## src/rtl/lt24_pkg.sv

```systemverilog
// Shared types and constants for the LT24 parallel LCD bus arbiter.
package lt24_pkg;

    localparam int unsigned DATA_W = 16;

    // LT24 (ILI9341) commands commonly issued over the bus
    localparam logic [15:0] CMD_CASET = 16'h002A;
    localparam logic [15:0] CMD_PASET = 16'h002B;
    localparam logic [15:0] CMD_RAMWR = 16'h002C;

    // Register-select encoding on lcd_rs
    localparam logic RS_CMD  = 1'b0;
    localparam logic RS_DATA = 1'b1;

    typedef enum logic [2:0] {
        IDLE,
        SETUP,
        WR_LOW,
        WR_HIGH,
        NEXT,
        GAP
    } state_e;

endpackage

```

## src/rtl/lt24_bus_arbiter_if.sv

```systemverilog
// Requester handshakes plus the LT24 pin bundle seen by the arbiter.
interface lt24_bus_arbiter_if #(
    parameter int unsigned DATA_W = lt24_pkg::DATA_W
) ();

    logic              s0_valid;
    logic              s0_ready;
    logic              s0_rs;
    logic [DATA_W-1:0] s0_data;
    logic              s0_last;

    logic              s1_valid;
    logic              s1_ready;
    logic              s1_rs;
    logic [DATA_W-1:0] s1_data;
    logic              s1_last;

    logic              lcd_cs_n;
    logic              lcd_rs;
    logic              lcd_rd_n;
    logic              lcd_wr_n;
    logic [DATA_W-1:0] lcd_data;
    logic              busy;
    logic              grant;

    // Requester/observer side
    modport master (
        output s0_valid, s0_rs, s0_data, s0_last,
        output s1_valid, s1_rs, s1_data, s1_last,
        input  s0_ready, s1_ready,
        input  lcd_cs_n, lcd_rs, lcd_rd_n, lcd_wr_n, lcd_data,
        input  busy, grant
    );

    // Arbiter side
    modport slave (
        input  s0_valid, s0_rs, s0_data, s0_last,
        input  s1_valid, s1_rs, s1_data, s1_last,
        output s0_ready, s1_ready,
        output lcd_cs_n, lcd_rs, lcd_rd_n, lcd_wr_n, lcd_data,
        output busy, grant
    );

endinterface

```

## src/rtl/lt24_rr_arbiter.sv

```systemverilog
// Two-way round-robin arbiter; the grant is frozen while locked and the
// priority pointer moves to the other port when a transaction ends.
module lt24_rr_arbiter (
    input  logic       clk,
    input  logic       reset,
    input  logic [1:0] req,
    input  logic       lock,
    input  logic       done,
    input  logic       owner,
    output logic       gnt_c,
    output logic       gnt_valid_c
);

    logic ptr_q;

    // Pointer favours the port that did not just finish
    always_ff @(posedge clk) begin
        if (reset) begin
            ptr_q <= 1'b0;
        end else if (done) begin
            ptr_q <= ~owner;
        end
    end

    // Grant selection: single requester wins outright, contention uses pointer
    always_comb begin
        gnt_valid_c = ~lock & (|req);
        gnt_c       = ptr_q;
        if (lock) begin
            gnt_c = owner;
        end else begin
            case (req)
                2'b01:   gnt_c = 1'b0;
                2'b10:   gnt_c = 1'b1;
                default: gnt_c = ptr_q;
            endcase
        end
    end

endmodule

```

## src/rtl/lt24_bus_arbiter.sv

```systemverilog
// Shares the LT24 8080-style write bus between two requesters, one whole
// transaction at a time, and generates wr_n strobe timing for every beat.
module lt24_bus_arbiter #(
    parameter int unsigned WR_LOW_CYCLES  = 2,
    parameter int unsigned WR_HIGH_CYCLES = 2,
    parameter int unsigned DATA_W         = lt24_pkg::DATA_W
) (
    input  logic               clk,
    input  logic               reset,
    lt24_bus_arbiter_if.slave  bus
);

    import lt24_pkg::*;

    localparam int unsigned CNT_MAX   = (WR_LOW_CYCLES > WR_HIGH_CYCLES) ? WR_LOW_CYCLES
                                                                         : WR_HIGH_CYCLES;
    localparam int unsigned CNT_W     = $clog2(CNT_MAX + 1);
    localparam logic [CNT_W-1:0] LOW_LOAD  = CNT_W'(WR_LOW_CYCLES - 1);
    localparam logic [CNT_W-1:0] HIGH_LOAD = CNT_W'(WR_HIGH_CYCLES - 1);

    state_e            state_q, state_d;
    logic [CNT_W-1:0]  cnt_q, cnt_d;
    logic              grant_q, grant_d;
    logic              busy_q, busy_d;
    logic              cs_n_q, cs_n_d;
    logic              wr_n_q, wr_n_d;
    logic              rs_q, rs_d;
    logic              last_q, last_d;
    logic [DATA_W-1:0] data_q, data_d;

    logic [1:0]        req;
    logic              arb_gnt;
    logic              arb_gnt_valid;
    logic              s0_ready_c;
    logic              s1_ready_c;
    logic              accept;
    logic              acc_port;
    logic              acc_rs;
    logic              acc_last;
    logic [DATA_W-1:0] acc_data;

    assign req = {bus.s1_valid, bus.s0_valid};

    lt24_rr_arbiter u_arb (
        .clk         (clk),
        .reset       (reset),
        .req         (req),
        .lock        (state_q != IDLE),
        .done        (state_q == GAP),
        .owner       (grant_q),
        .gnt_c       (arb_gnt),
        .gnt_valid_c (arb_gnt_valid)
    );

    // Beat acceptance: arbitration in IDLE, owner-only continuation in NEXT
    always_comb begin
        s0_ready_c = 1'b0;
        s1_ready_c = 1'b0;
        if (!reset) begin
            case (state_q)
                IDLE: begin
                    s0_ready_c = arb_gnt_valid & ~arb_gnt;
                    s1_ready_c = arb_gnt_valid &  arb_gnt;
                end
                NEXT: begin
                    s0_ready_c = bus.s0_valid & ~grant_q;
                    s1_ready_c = bus.s1_valid &  grant_q;
                end
                default: begin
                    s0_ready_c = 1'b0;
                    s1_ready_c = 1'b0;
                end
            endcase
        end
    end

    assign accept   = s0_ready_c | s1_ready_c;
    assign acc_port = s1_ready_c;
    assign acc_rs   = acc_port ? bus.s1_rs   : bus.s0_rs;
    assign acc_last = acc_port ? bus.s1_last : bus.s0_last;
    assign acc_data = acc_port ? bus.s1_data : bus.s0_data;

    // Next state, strobe counter and pin values decoded from the next state
    always_comb begin
        state_d = state_q;
        cnt_d   = cnt_q;
        grant_d = grant_q;
        rs_d    = rs_q;
        last_d  = last_q;
        data_d  = data_q;

        case (state_q)
            IDLE: begin
                if (accept) begin
                    state_d = SETUP;
                    cnt_d   = '0;
                    grant_d = acc_port;
                    rs_d    = acc_rs;
                    last_d  = acc_last;
                    data_d  = acc_data;
                end
            end
            SETUP: begin
                state_d = WR_LOW;
                cnt_d   = LOW_LOAD;
            end
            WR_LOW: begin
                if (cnt_q == '0) begin
                    state_d = WR_HIGH;
                    cnt_d   = HIGH_LOAD;
                end else begin
                    cnt_d = cnt_q - CNT_W'(1);
                end
            end
            WR_HIGH: begin
                if (cnt_q == '0) begin
                    state_d = last_q ? GAP : NEXT;
                    cnt_d   = '0;
                end else begin
                    cnt_d = cnt_q - CNT_W'(1);
                end
            end
            NEXT: begin
                if (accept) begin
                    state_d = SETUP;
                    cnt_d   = '0;
                    rs_d    = acc_rs;
                    last_d  = acc_last;
                    data_d  = acc_data;
                end
            end
            GAP: begin
                state_d = IDLE;
                cnt_d   = '0;
            end
            default: begin
                state_d = IDLE;
                cnt_d   = '0;
            end
        endcase

        cs_n_d = (state_d == IDLE) || (state_d == GAP);
        wr_n_d = (state_d != WR_LOW);
        busy_d = (state_d != IDLE);
    end

    // State and registered pin drivers
    always_ff @(posedge clk) begin
        if (reset) begin
            state_q <= IDLE;
            cnt_q   <= '0;
            grant_q <= 1'b0;
            busy_q  <= 1'b0;
            cs_n_q  <= 1'b1;
            wr_n_q  <= 1'b1;
            rs_q    <= 1'b0;
            last_q  <= 1'b0;
            data_q  <= '0;
        end else begin
            state_q <= state_d;
            cnt_q   <= cnt_d;
            grant_q <= grant_d;
            busy_q  <= busy_d;
            cs_n_q  <= cs_n_d;
            wr_n_q  <= wr_n_d;
            rs_q    <= rs_d;
            last_q  <= last_d;
            data_q  <= data_d;
        end
    end

    assign bus.s0_ready = s0_ready_c;
    assign bus.s1_ready = s1_ready_c;
    assign bus.lcd_cs_n = cs_n_q;
    assign bus.lcd_wr_n = wr_n_q;
    assign bus.lcd_rs   = rs_q;
    assign bus.lcd_data = data_q;
    assign bus.lcd_rd_n = 1'b1;   // write-only bus: read strobe tied inactive
    assign bus.busy     = busy_q;
    assign bus.grant    = grant_q;

endmodule

```

## src/flat_wrapper.sv

```systemverilog
// flat-port wrapper written by rule: the top's interface ports become plain ports
module lt24_bus_arbiter_flat import lt24_pkg::*;
#(
    parameter int unsigned WR_LOW_CYCLES  = 2,
    parameter int unsigned WR_HIGH_CYCLES = 2,
    parameter int unsigned DATA_W         = lt24_pkg::DATA_W
)
  (clk, reset, bus_s0_valid, bus_s0_rs, bus_s0_data, bus_s0_last, bus_s1_valid, bus_s1_rs, bus_s1_data, bus_s1_last, bus_s0_ready, bus_s1_ready, bus_lcd_cs_n, bus_lcd_rs, bus_lcd_rd_n, bus_lcd_wr_n, bus_lcd_data, bus_busy, bus_grant);
  lt24_bus_arbiter_if #(.DATA_W(DATA_W)) bus_i ();
  input  logic clk;
  input  logic reset;
  input wire logic [$bits(bus_i.s0_valid)-1:0] bus_s0_valid;
  input wire logic [$bits(bus_i.s0_rs)-1:0] bus_s0_rs;
  input wire logic [$bits(bus_i.s0_data)-1:0] bus_s0_data;
  input wire logic [$bits(bus_i.s0_last)-1:0] bus_s0_last;
  input wire logic [$bits(bus_i.s1_valid)-1:0] bus_s1_valid;
  input wire logic [$bits(bus_i.s1_rs)-1:0] bus_s1_rs;
  input wire logic [$bits(bus_i.s1_data)-1:0] bus_s1_data;
  input wire logic [$bits(bus_i.s1_last)-1:0] bus_s1_last;
  output wire logic [$bits(bus_i.s0_ready)-1:0] bus_s0_ready;
  output wire logic [$bits(bus_i.s1_ready)-1:0] bus_s1_ready;
  output wire logic [$bits(bus_i.lcd_cs_n)-1:0] bus_lcd_cs_n;
  output wire logic [$bits(bus_i.lcd_rs)-1:0] bus_lcd_rs;
  output wire logic [$bits(bus_i.lcd_rd_n)-1:0] bus_lcd_rd_n;
  output wire logic [$bits(bus_i.lcd_wr_n)-1:0] bus_lcd_wr_n;
  output wire logic [$bits(bus_i.lcd_data)-1:0] bus_lcd_data;
  output wire logic [$bits(bus_i.busy)-1:0] bus_busy;
  output wire logic [$bits(bus_i.grant)-1:0] bus_grant;
  assign bus_i.s0_valid = bus_s0_valid;
  assign bus_i.s0_rs = bus_s0_rs;
  assign bus_i.s0_data = bus_s0_data;
  assign bus_i.s0_last = bus_s0_last;
  assign bus_i.s1_valid = bus_s1_valid;
  assign bus_i.s1_rs = bus_s1_rs;
  assign bus_i.s1_data = bus_s1_data;
  assign bus_i.s1_last = bus_s1_last;
  assign bus_s0_ready = bus_i.s0_ready;
  assign bus_s1_ready = bus_i.s1_ready;
  assign bus_lcd_cs_n = bus_i.lcd_cs_n;
  assign bus_lcd_rs = bus_i.lcd_rs;
  assign bus_lcd_rd_n = bus_i.lcd_rd_n;
  assign bus_lcd_wr_n = bus_i.lcd_wr_n;
  assign bus_lcd_data = bus_i.lcd_data;
  assign bus_busy = bus_i.busy;
  assign bus_grant = bus_i.grant;
  lt24_bus_arbiter #(.WR_LOW_CYCLES(WR_LOW_CYCLES), .WR_HIGH_CYCLES(WR_HIGH_CYCLES), .DATA_W(DATA_W)) u_core (.clk(clk), .reset(reset), .bus(bus_i));
endmodule
```

## config.mk

```make
export PLATFORM = sky130hd
export DESIGN_NAME = lt24_bus_arbiter_flat
export DESIGN_NICKNAME = d
export VERILOG_FILES = /design/src/rtl/lt24_pkg.sv /design/src/rtl/lt24_bus_arbiter_if.sv /design/src/rtl/lt24_rr_arbiter.sv /design/src/rtl/lt24_bus_arbiter.sv /design/src/flat_wrapper.sv
export SDC_FILE = /design/constraint.sdc
export NUM_CORES = 1
export LEC_CHECK = 0
export CAP_MARGIN = 10
export CORE_MARGIN = 10
export CORE_UTILIZATION = 46
export CTS_BUF_LIST = sky130_fd_sc_hd__clkbuf_8
export CTS_CLUSTER_DIAMETER = 30
export DETAILED_ROUTE_END_ITERATION = 10
export PLACE_DENSITY = 0.87
export SETUP_SLACK_MARGIN = 0.4
export SLEW_MARGIN = 20
export SYNTH_ARGS = -nofsm -noshare
export SYNTH_HDL_FRONTEND = slang
export SYNTH_SLANG_ARGS = --single-unit
```

## constraint.sdc

```tcl
create_clock -name clk -period 4.21 [get_ports clk]
set_clock_uncertainty 0.1 [all_clocks]
set_input_delay 1.0525 -clock clk [delete_from_list [all_inputs] [get_ports clk]]
set_output_delay 1.0525 -clock clk [all_outputs]
set_load 0.02 [all_outputs]
```

Yosys cells after proc, flatten, opt, wreduce, memory -nomap -nowiden
Cells that the tools add are included.
{"block": "word_totals", "ramBits": 0, "latch_bits": 0, "romBits": 0, "inputBits": 40, "output_inout_bits": 24, "elab_cells": 58, "register_bits": 28, "memories": 0}
{"block": "classes", "reduce_logical": 10, "n_mux": 18, "n_bitwise": 9, "n_eq_ne": 10, "addsub": 1, "mul": 0, "div": 0, "order_cmp": 0, "shifts": 0}
{"op": "16-bit two-way mux", "count": 1}
{"op": "3-bit case mux with 4 select lines", "count": 1}
{"op": "3-bit equality test, second input constant", "count": 3}
{"op": "3-bit two-way mux", "count": 3}
{"op": "2-bit case mux with 4 select lines", "count": 1}
{"op": "3-bit by 2-bit equality test with 1-bit output, second input constant", "count": 2}
{"op": "3-bit zero test", "count": 2}
{"op": "1-bit two-way mux", "count": 6}
{"op": "2-bit two-way mux", "count": 3}
{"op": "1-bit case mux with 2 select lines", "count": 3}
{"op": "3-bit nonzero test", "count": 2}
{"op": "1-bit bitwise AND", "count": 5}
{"op": "2-bit AND reduction", "count": 2}
{"op": "2-bit OR reduction", "count": 2}
{"op": "3-bit by 1-bit equality test with 1-bit output, second input constant", "count": 1}
{"op": "3-bit by 2-bit inequality test with 1-bit output, second input constant", "count": 1}
{"op": "1-bit inverter", "count": 3}
{"op": "2-bit by 1-bit equality test with 1-bit output, second input constant", "count": 1}
{"op": "2-bit equality test, second input constant", "count": 1}
{"op": "2-bit zero test", "count": 1}
{"op": "2-bit by 1-bit inequality test with 1-bit output, second input constant", "count": 1}
{"op": "2-bit by 1-bit subtractor with 2-bit output, second input constant", "count": 1}
{"op": "1-bit logical OR", "count": 1}
{"op": "1-bit OR", "count": 1}

Longest topological paths before layout
Gate-level depths: netlist of the first run.
{"block": "depth", "depth_word": 12, "depth_mapped": 8, "depth_no_buf": 6}

Hierarchy
A second synthesis of the first run with hierarchy kept.
{"block": "hier_totals", "hier_cells": 134, "hier_area_um2": 1385.1}
{"mod": "lt24_bus_arbiter", "cells_each": 123, "n_inst": 1, "area_each_um2": 1298.7, "seq_area_each_um2": 540.5}
{"mod": "lt24_rr_arbiter", "cells_each": 11, "n_inst": 1, "area_each_um2": 86.3, "seq_area_each_um2": 20.0}

Worst setup path after synthesis of the first run
Ideal clock, no wire load.
{"block": "synth_path", "kind": "input -> output", "start": "in bus_s0_valid", "end": "out bus_s1_ready", "path_stages": 7, "slack_ps": 629, "arrival_time_ps": 2428, "n_path_buf": 2, "required_ps": 3058, "path_cell_list": "inv_1 -> ha_1 -> mux2i_1 -> o31a_1 -> buf_2 -> buf_1 -> nor2_1"}
{"block": "synth_via", "elab_chain_len": 6, "elab_cells_between_ends": 9, "classes_between": "eq/ne (2); mux (4); bitwise (2); reduce/logical (1)"}
{"element": "start, declared", "line": "flat_wrapper.sv:12", "text": "input wire logic [$bits(bus_i.s0_valid)-1:0] bus_s0_valid;"}
{"element": "2-bit equality test or 2-bit by 1-bit equality test with 1-bit output (tied branches)", "line": "lt24_rr_arbiter.sv:32", "text": "case (req)"}
{"element": "1-bit case mux with 2 select lines", "line": "lt24_rr_arbiter.sv:32"}
{"element": "1-bit two-way mux", "line": "lt24_rr_arbiter.sv:29", "text": "if (lock) begin"}
{"element": "1-bit bitwise AND (*)", "line": "lt24_bus_arbiter.sv:63", "text": "s1_ready_c = arb_gnt_valid & arb_gnt;"}
{"element": "1-bit case mux with 2 select lines (*)", "line": "lt24_bus_arbiter.sv:60", "text": "case (state_q)"}
{"element": "1-bit two-way mux (*)", "line": "lt24_bus_arbiter.sv:59", "text": "if (!reset) begin"}
{"element": "end, declared", "line": "flat_wrapper.sv:21", "text": "output wire logic [$bits(bus_i.s1_ready)-1:0] bus_s1_ready;"}
Mark *: on every way between the ends. The rest lies on a longest branch, timed or not.

Final worst setup path of the first run
Ends and elaborated chain as after synthesis.

==> results of run 1 <==
## report_power, final
group          internal (mW)  switching, mW  leakage [nW]  total [mW]
sequential             0.293         0.0192         0.231       0.313
clock                 0.0835         0.0783        0.0288       0.162
combinational          0.123          0.116         0.526       0.239
## worst min-delay path by stage
stage / slack (ps) / to / startpoint / cells after the start
finish: 400 / u_core.bus.lcd_data[8]$_SDFFE_PP0P_ / u_core.bus.lcd_data[8]$_SDFFE_PP0P_ / 2
global route: 420 / u_core.bus.lcd_data[7]$_SDFFE_PP0P_ / u_core.bus.lcd_data[7]$_SDFFE_PP0P_ / 2
CTS: 400 / u_core.bus.lcd_data[8]$_SDFFE_PP0P_ / u_core.bus.lcd_data[8]$_SDFFE_PP0P_ / 2
detailed placement: 390 / u_core.bus.lcd_data[8]$_SDFFE_PP0P_ / u_core.bus.lcd_data[8]$_SDFFE_PP0P_ / 2
global placement: 390 / u_core.bus.lcd_data[12]$_SDFFE_PP0P_ / u_core.bus.lcd_data[12]$_SDFFE_PP0P_ / 2
floorplan: 380 / u_core.u_arb.ptr_q$_SDFFE_PP0N_ / u_core.u_arb.ptr_q$_SDFFE_PP0N_ / 2
## cells in the mapped netlist, types with 2 or more instances
cell and number:
ha_1 2, nor2_1 27, a211oi_1 2, inv_1 5
a21oi_1 3, a311oi_1 7, nand2_1 38, nor2b_1 2
o21ai_0 2, buf_6 3, mux2i_1 2, buf_4 2
buf_2 2, dfxtp_1 28, nand3_1 2, clkbuf_1 5
a22oi_1 2, a311oi_2 11
## through the flow
stage	worst slack [ps]	util (%)
4_1_cts	437	69.8
3_5_place_dp	1.95	68.2
6_report	526	70.3
2_1_floorplan	629	-
5_1_grt	447	70.3
3_3_place_gp	47.2	68.2
## registers in the layout (all words and copies together), names as in the netlist
name,cells
u_core.bus.lcd_data,16
u_core.state_q,3
u_core.cnt_q,2
u_core.bus.busy,1
u_core.bus.grant,1
u_core.bus.lcd_cs_n,1
u_core.bus.lcd_rs,1
u_core.bus.lcd_wr_n,1
u_core.last_q,1
u_core.u_arb.ptr_q,1
## what timing repair did
item / in CTS / in global routing
hold endpoints to repair: 0 / 0
endpoints found under the setup margin: 2 / 1
gates resized for setup: 9 / 2
hold buffers: 0 / 0
## cell families (layout without fill, tap and decap cells)
| kind of cell | Yosys count | count (layout) | share of synthesized area (%) |
|---|---|---|---|
| muxes | 2 | 2 | 1.41 |
| buffers and inverters | 18 | 78 | 7.07 |
| DFF | 28 | 28 | 39.6 |
| other | 1 | 1 | 0.265 |
| AOI/OAI and AO/OA | 36 | 36 | 26.3 |
| adders and majority gates | 2 | 2 | 1.77 |
| and+or+nand+nor | 78 | 78 | 23.6 |
## layout make-up
cell class / count / area [um2]
tap: 33 / 41.3
sequential: 28 / 561
timing repair buffer: 69 / 666
inverter: 5 / 18.8
clock buffer: 4 / 55.1
fill: 259 / 891
multi-input combinational: 119 / 771
## routing by layer
metal | up-vias | part of all wire, % | GRT usage (%) | wire, um
met5 | - | 0 | 0 | 0
met4 | 0 | 0.47 | 3.09 | 17
met3 | 2 | 9.7 | 5.60 | 348
met2 | 42 | 46 | 20.2 | 1670
met1 | 586 | 44 | 16.0 | 1570
li1 | 699 | - | - | -
## worst max-delay path: cells and delay by family
kind | cells | cell delay (ps)
AND/OR/NAND/NOR | 1 | 50
adder cells (fa/ha/maj) | 1 | 270
multiplexers | 1 | 250
buffers and inverters | 3 | 740
AO/OA/AOI/OAI | 1 | 180
==> metrics.csv, run 1 <==
metric,value,unit
PD cells,338,mW/mm2
vias in the first global route,1277,
Vias,1329,
Synth Net Count,207,
worst r2r path cells,5,
CP Capture Point,bus_s1_ready,
hpwl dp,2820,um
later-pin clock latency in the skew report,270,ps
postcts setup bufs,0,
"commonest non-fill, non-tap cell in the layout",clkdlybuf4s50_1,
Yosys top cell by area,dfxtp_1,
DR DRC count,0,
CTS sink cnt,28,
share of cells above drive strength 1,13.8,%
Final GP Congestion,0.763,
Finished Layout Cells,258,
Avg WL per Cell,14.0,um
Starting Density,47.1,%
Max-cap violations,0,
Inst Count DP,254,
f_max,0.271,GHz
Critical Path Source,bus_s0_valid,
Syn-to-layout area delta,49.2,%
die width,75.5,um
r2r setup slk,2280,ps
total wire length,3600,um
H-tree levels,1,
Max Slew Vio Count,0,
worst hold path type,reg -> reg,
Synth Instances,165,
Die ar.,0.00569,mm2
share of the synthesized area in the top cell type,39.6,%
CP peak stage delay,500,ps
Die Span Y,75.5,um
number of synthesized flops with an enable pin,0,
final setup fails,0,
vias per cell,5.15,
fin crit period,3680,ps
Port Buf Inserts,62,
Clock Tree Root,clkbuf_8,
setup TNS,0,ps
crit-path cells,"clkdlybuf4s50_1, inv_1, ha_4, mux2i_2, o31a_1, nor2_1, buf_4",
boundary pin count,64,
Max Root-Sink Buffers,2,
VDD IR max,156,uV
CP Launch Type,primary input,
Routed Antenna Nets,0,
CTS tree,yes,
largest net degree at the start of global routing,27,
Core ar.,0.00300,mm2
Critical Path AT,2530,ps
antenna diode count,0,
"FF+latch count, synth",28,
row cnt,20,
Post-Syn Area per Cell,8.58,um2
post-synthesis sequential area ratio,39.6,%
drt first pass iters,4,
Crit. End Element,output port,
RSZ-0062 raised after global routing,false,
Leakage Power,0.786,nW
Worst Path Required,3060,ps
share of flip-flops with an asynchronous set or reset,0,%
first-pass GRT wire length,5870,um
Worst path slowest cell,clkdlybuf4s50_1,
status,"finished, final reports clean",
crit share post-route,87.5,%
antenna violations before repair,0,
total chip power,0.713,mW
hold slack,396,ps
Iter 0 DRT Violations,107,
main area contributors after synthesis,"dfxtp_1 (40%), a311oi_2 (12%), nand2_1 (10%), nor2_1 (7.2%), a311oi_1 (4.3%)",
final net count,268,
post-route cell area,0.00211,mm2
GRT Overall Usage,12.9,%
Setup CP Type,in -> out,
Slew headroom,61.5,%
Synth cell types,38,
FF-to-FF Start,u_core.state_q[2]$_SDFF_PP0_,
synth warn,0,
clock slew at reported path FFs,90,ps
area of placed instances,0.00205,mm2
CTS Buf Count,3,
"commonest non-fill, non-tap cells in the layout","clkdlybuf4s50_1 (60), nand2_1 (38), dfxtp_1 (28), nor2_1 (27), a311oi_2 (11)",
Mapped Area,0.00142,mm2
Final Hold Viols,0,
total grt overflow,0,
Crit Path Max Fanout,3,
worst r2r dst,u_core.bus.lcd_data[10]$_SDFFE_PP0P_,
Synth Flop Type,dfxtp_1,
Worst-Margin Slew,576,ps
Power figures use the tool's default switching activity.
==> run 2: changes to the inputs <==
--- a/config.mk
+++ b/config.mk
@@ -7,5 +7,6 @@
 export LEC_CHECK = 0
+export ABC_AREA = 1
 export CAP_MARGIN = 10
 export CORE_MARGIN = 10
-export CORE_UTILIZATION = 46
+export CORE_UTILIZATION = 47
 export CTS_BUF_LIST = sky130_fd_sc_hd__clkbuf_8
@@ -13,3 +14,3 @@
 export DETAILED_ROUTE_END_ITERATION = 10
-export PLACE_DENSITY = 0.87
+export PLACE_DENSITY = 0.88
 export SETUP_SLACK_MARGIN = 0.4
--- a/constraint.sdc
+++ b/constraint.sdc
@@ -4,2 +4,2 @@
 set_output_delay 1.0525 -clock clk [all_outputs]
-set_load 0.02 [all_outputs]
+set_load 0.01 [all_outputs]
==> run 2 against run 1 <==
  * Worst hold slack worse by 10 ps
  * Non-clock buffer count down 3
  * Global-route usage up 0.85 points
  * Critical path depth up 2
==> metrics.csv, run 2 <==
metric,value,unit
share of cells above drive strength 1,7.94,%
Worst path slowest cell,clkdlybuf4s50_1,
Clock Tree Root,clkbuf_8,
"commonest non-fill, non-tap cells in the layout","nand2_1 (90), clkdlybuf4s50_1 (60), dfxtp_1 (28), nand3_1 (22), a21oi_1 (21)",
crit-path cells,"clkdlybuf4s50_1, inv_1, ha_1, o21ai_1, nand2_1, nand2_2, nand2_4, inv_2, clkdlybuf4s15_2",
final setup fails,0,
Port Buf Inserts,62,
Worst Path Required,3060,ps
Avg WL per Cell,12.8,um
RSZ-0062 raised after global routing,true,
drt first pass iters,4,
worst r2r dst,u_core.cnt_q[0]$_SDFFE_PP0P_,
PD cells,310,mW/mm2
Synth Instances,222,
"commonest non-fill, non-tap cell in the layout",nand2_1,
fin crit period,3760,ps
Die ar.,0.00580,mm2
Post-synth top cells,"nand2_1 (90), dfxtp_1 (28), nand3_1 (22)",
main area contributors after synthesis,"dfxtp_1 (38%), nand2_1 (23%), nand3_1 (7.4%), a21oi_1 (7.1%), buf_6 (3.8%)",
first-pass GRT wire length,6930,um
worst hold path type,reg -> reg,
number of synthesized flops with an enable pin,0,
CTS sink cnt,28,
Core ar.,0.00303,mm2
Leakage Power,0.914,nW
most frequent cell after synthesis,nand2_1,
Synth cell types,25,
Final Hold Viols,0,
clock slew at reported path FFs,90,ps
CTS Buf Count,3,
CTS tree,yes,
setup TNS,0,ps
Post-Syn Area per Cell,6.67,um2
hold slack,386,ps
f_max,0.266,GHz
vias per cell,4.85,
largest net degree at the start of global routing,40,
Critical Path Source,bus_s1_valid,
r2r setup slk,2150,ps
Crit Path Max Fanout,4,
postcts setup bufs,0,
"FF+latch count, synth",28,
boundary pin count,64,
Crit path depth,9,
H-tree levels,1,
Mapped Area,0.00148,mm2
crit share post-route,89.3,%
number of flip-flops in the largest register,16,
CP Capture Point,bus_s1_ready,
antenna diode count,0,
synth warn,0,
Critical Path AT,2610,ps
Starting Density,48.9,%
worst r2r path cells,11,
Crit. End Element,output port,
post-synthesis sequential area ratio,37.8,%
GRT Overall Usage,13.8,%
total grt overflow,0,
Final GP Congestion,0.842,
die width,76.1,um
Crit path max-delay family,buffers and inverters,
antenna violations before repair,0,
Synth Flop Type,dfxtp_1,
share of the synthesized area in the top cell type,37.8,%
Vias,1558,
DR DRC count,0,
hpwl dp,3130,um
Die Span Y,76.1,um
CP peak stage delay,510,ps
total wire length,4110,um
Syn-to-layout area delta,43.1,%
Max-cap violations,0,
final net count,321,
FF-to-FF Start,u_core.state_q[2]$_SDFF_PP0_,
Synth Net Count,264,
Max Root-Sink Buffers,2,
row cnt,20,
vias in the first global route,1521,
Routed Antenna Nets,0,
VDD IR max,232,uV
status,"finished, final reports clean",
later-pin clock latency in the skew report,270,ps
Iter 0 DRT Violations,62,
share of flip-flops with an asynchronous set or reset,0,%
Buffers & Inverters on Critical Path,4,
Max Slew Vio Count,0,
CP Launch Type,primary input,
Yosys top cell by area,dfxtp_1,
post-cts hold buffer count,0,
Setup CP Type,in -> out,
-- run 2: cell types whose count changed in the layout (fill, tap and decap cells not counted), sizes merged, moves of 10 or more --
| cell | before | now |
|---|---|---|
| a311oi | 18 | 0 |
| nand2 | 38 | 95 |
| nor2 | 27 | 9 |
| a21oi | 3 | 23 |
| nand3 | 2 | 23 |
| inv | 5 | 15 |
-- run 2: area by class of cell --
cell class              count  area, um2
flip-flops and latches     28        561
well taps                  44       55.1
clock buffers               3       41.3
inverters                  15       58.8
repair buffers             66        647
fillers                   274        908
multi-input cells         165        757
-- run 2: power breakdown --
group	internal (mW)	total [mW]	leakage, nW	switching, mW
sequential	0.291	0.305	0.229	0.0145
combinational	0.108	0.211	0.664	0.104
clock	0.0641	0.141	0.0216	0.0772
total	0.462	0.658	0.914	0.196
-- run 2: per-layer routing --
| metal | wire (um) | vias up | GRT usage (%) |
|---|---|---|---|
| met3 | 305 | 2 | 6.13 |
| met1 | 1750 | 705 | 15.2 |
| met5 | 0 | - | 0 |
| li1 | - | 813 | - |
| met4 | 12 | 0 | 1.67 |
| met2 | 2050 | 38 | 24.4 |
-- run 2: worst min path at each step --
stage,start,cells after the start,slack (ps),endpoint
4_1_cts,u_core.bus.lcd_data[2]$_SDFFE_PP0P_,2,390,u_core.bus.lcd_data[2]$_SDFFE_PP0P_
5_1_grt,u_core.bus.lcd_data[2]$_SDFFE_PP0P_,2,410,u_core.bus.lcd_data[2]$_SDFFE_PP0P_
3_3_place_gp,u_core.u_arb.ptr_q$_SDFFE_PP0N_,2,370,u_core.u_arb.ptr_q$_SDFFE_PP0N_
3_5_place_dp,u_core.bus.lcd_data[14]$_SDFFE_PP0P_,2,380,u_core.bus.lcd_data[14]$_SDFFE_PP0P_
2_1_floorplan,u_core.u_arb.ptr_q$_SDFFE_PP0N_,2,340,u_core.u_arb.ptr_q$_SDFFE_PP0N_
6_report,u_core.bus.lcd_data[13]$_SDFFE_PP0P_,2,390,u_core.bus.lcd_data[13]$_SDFFE_PP0P_
-- run 2: timing repair --
item                                    in CTS  in global routing
endpoints found under the setup margin       2                  2
resized for setup                            5                  2
pin swaps                                    0                  0
-- run 2: worst reg2reg max path, delay by kind of cell (launching register included) --
| family | cells | cell delay, ps |
|---|---|---|
| compound gates | 1 | 120 |
| buf+inv | 2 | 450 |
| flops | 1 | 520 |
| simple gates | 8 | 790 |
-- run 2: cells by family after synthesis --
logic type | after synthesis | share of synthesized area [%]
simple gates | 135 | 39.4
other cells | 1 | 0.253
fa+ha+maj | 2 | 1.69
compound gates | 27 | 9.80
flops | 28 | 37.8
buf+inv | 29 | 11.1
-- run 2: through the flow --
stage	instances	power [mW]	worst slack (ps)	util [%]	instance area [um2]
after detailed placement	318	0.525	111	68.8	2080
after global routing	321	0.701	349	70.0	2120
final	321	0.658	450	70.0	2120
after global placement	318	0.521	150	68.8	2080
after floorplan	222	0.427	1050	-	1480
after CTS	321	0.664	418	70.2	2120
==> run 3: changes to the inputs <==
Settings changed: ABC_AREA 1 to not set, CORE_MARGIN 10 to 1, CORE_UTILIZATION 47 to 46, PLACE_DENSITY 0.88 to 0.87.
==> run 3 against run 2 <==
  * The run now ends with DRC left
  * Utilization increased by 4.6 points
  * Count of clock-buffer cells in the layout stayed put
  * Worst hold slack improved by 15 ps
  * Power grew 3.4%
  * Combinational power increased by 5%
  * Critical path type unchanged
  * Largest power group unchanged
  * Highest routed layer unchanged
==> metrics.csv, run 3 (synthesized netlist as in run 1, its figures left out) <==
metric,value,unit
status,"complete, but fails checks",
violated checks,DRC,
RSZ-0062 raised after global routing,false,
Max Slew Vio Count,0,
CP Launch Type,primary input,
Max Root-Sink Buffers,2,
Starting Density,50.0,%
final worst slack,726,ps
Hold Path Depth,2,
Die ar.,0.00330,mm2
crit share post-route,82.8,%
GRT Overall Usage,23.3,%
final setup fails,0,
post-place setup slack,43.7,ps
Crit Path Max Fanout,3,
worst hold path type,reg -> reg,
Final Hold Viols,0,
setup TNS,0,ps
Core ar.,0.00283,mm2
Vias,1382,
Crit. End Element,output port,
total grt overflow,0,
fin crit period,3480,ps
"commonest non-fill, non-tap cell in the layout",clkdlybuf4s50_1,
"commonest non-fill, non-tap cells in the layout","clkdlybuf4s50_1 (58), nand2_1 (38), dfxtp_1 (28), nor2_1 (27), a311oi_2 (11)",
drt first pass iters,9,
vias in the first global route,1410,
post-cts hold buffer count,0,
Slew headroom,58.9,%
total chip power,0.680,mW
boundary pin count,64,
number of flip-flops in the largest register,16,
"Core Util, Final",74.6,%
Die Span Y,57.5,um
Max-cap violations,0,
die width,57.5,um
CTS sink cnt,28,
total wire length,3560,um
crit-path cells,"dlymetal6s2s_1, inv_1, ha_4, mux2i_2, buf_4, o31a_1, nor2_1, buf_2",
clock slew at reported path FFs,90,ps
final net count,269,
later-pin clock latency in the skew report,280,ps
Worst path slowest cell,o31a_1,
Worst-Margin Slew,615,ps
vias per cell,5.40,
Routed Antenna Nets,0,
DR DRC count,3,
hpwl dp,2550,um
first-pass GRT wire length,5950,um
row cnt,19,
Avg WL per Cell,13.9,um
Critical Path AT,2330,ps
share of cells above drive strength 1,13.8,%
Final GP Congestion,0.892,
Leakage Power,0.802,nW
Port Buf Inserts,62,
PD cells,323,mW/mm2
Iter 0 DRT Violations,50,
CTS Buf Count,3,
CP peak stage delay,250,ps
VDD IR max,173,uV
antenna diode count,0,
largest net degree at the start of global routing,27,
hold slack,401,ps
Worst Path Required,3060,ps
Setup CP Type,in -> out,
CTS tree,yes,
Syn-to-layout area delta,49.1,%
H-tree levels,1,
antenna violations before repair,0,
Clock Tree Root,clkbuf_8,
worst r2r path cells,5,
f_max,0.287,GHz
[run 3: layer usage]
layer / track usage (%) / share of wire [%] / vias up
met5: 0 / 0 / -
met2: 41.2 / 50 / 57
met1: 26.6 / 42 / 622
met3: 6.58 / 6.4 / 4
li1: - / - / 699
met4: 8.01 / 0.82 / 0
[run 3: final timing paths]
kind,slack [ps],endpoint,start
setup / recovery,730,bus_s1_ready,bus_s0_valid
setup reg to reg,2140,u_core.bus.lcd_data[7]$_SDFFE_PP0P_,u_core.state_q[2]$_SDFF_PP0_
hold / removal,400,u_core.bus.lcd_data[9]$_SDFFE_PP0P_,u_core.bus.lcd_data[9]$_SDFFE_PP0P_
hold reg to reg,400,u_core.bus.lcd_data[9]$_SDFFE_PP0P_,u_core.bus.lcd_data[9]$_SDFFE_PP0P_
[run 3: critical path, delay by kind of cell]
family                     cells  cell delay, ps
buffers and inverters          4             550
AOI/OAI and AO/OA              1             250
adders and majority gates      1             210
muxes                          1             150
and+or+nand+nor                1             120
[run 3: metrics by stage]
| stage | std cells | area (um2) |
|---|---|---|
| 2_1_floorplan | 165 | 1420 |
| 3_3_place_gp | 252 | 2050 |
| 3_5_place_dp | 252 | 2050 |
| 4_1_cts | 256 | 2100 |
| 5_1_grt | 256 | 2110 |
| 6_report | 256 | 2110 |
[run 3: final cells by class]
| class | count | area (um2) |
|---|---|---|
| Sequential cell | 28 | 561 |
| Timing Repair Buffer | 70 | 679 |
| Inverter | 5 | 18.8 |
| Tap cell | 31 | 38.8 |
| Multi-Input combinational cell | 119 | 771 |
| Clock buffer | 3 | 41.3 |
| Fill cell | 224 | 719 |
[run 3: report_power, final]
| part | switching, mW | internal, mW | total, mW |
|---|---|---|---|
| Sequential | 0.0210 | 0.293 | 0.314 |
| Clock | 0.0799 | 0.0643 | 0.144 |
| Combinational | 0.0989 | 0.123 | 0.222 |
| Total | 0.200 | 0.481 | 0.680 |
[run 3: repair_timing]
item                                    in CTS  in global routing
buffers inserted                             1                  0
gates cloned                                 0                  0
endpoints found under the setup margin       2                  2
pin swaps                                    0                  1
gates resized for setup                      3                  7
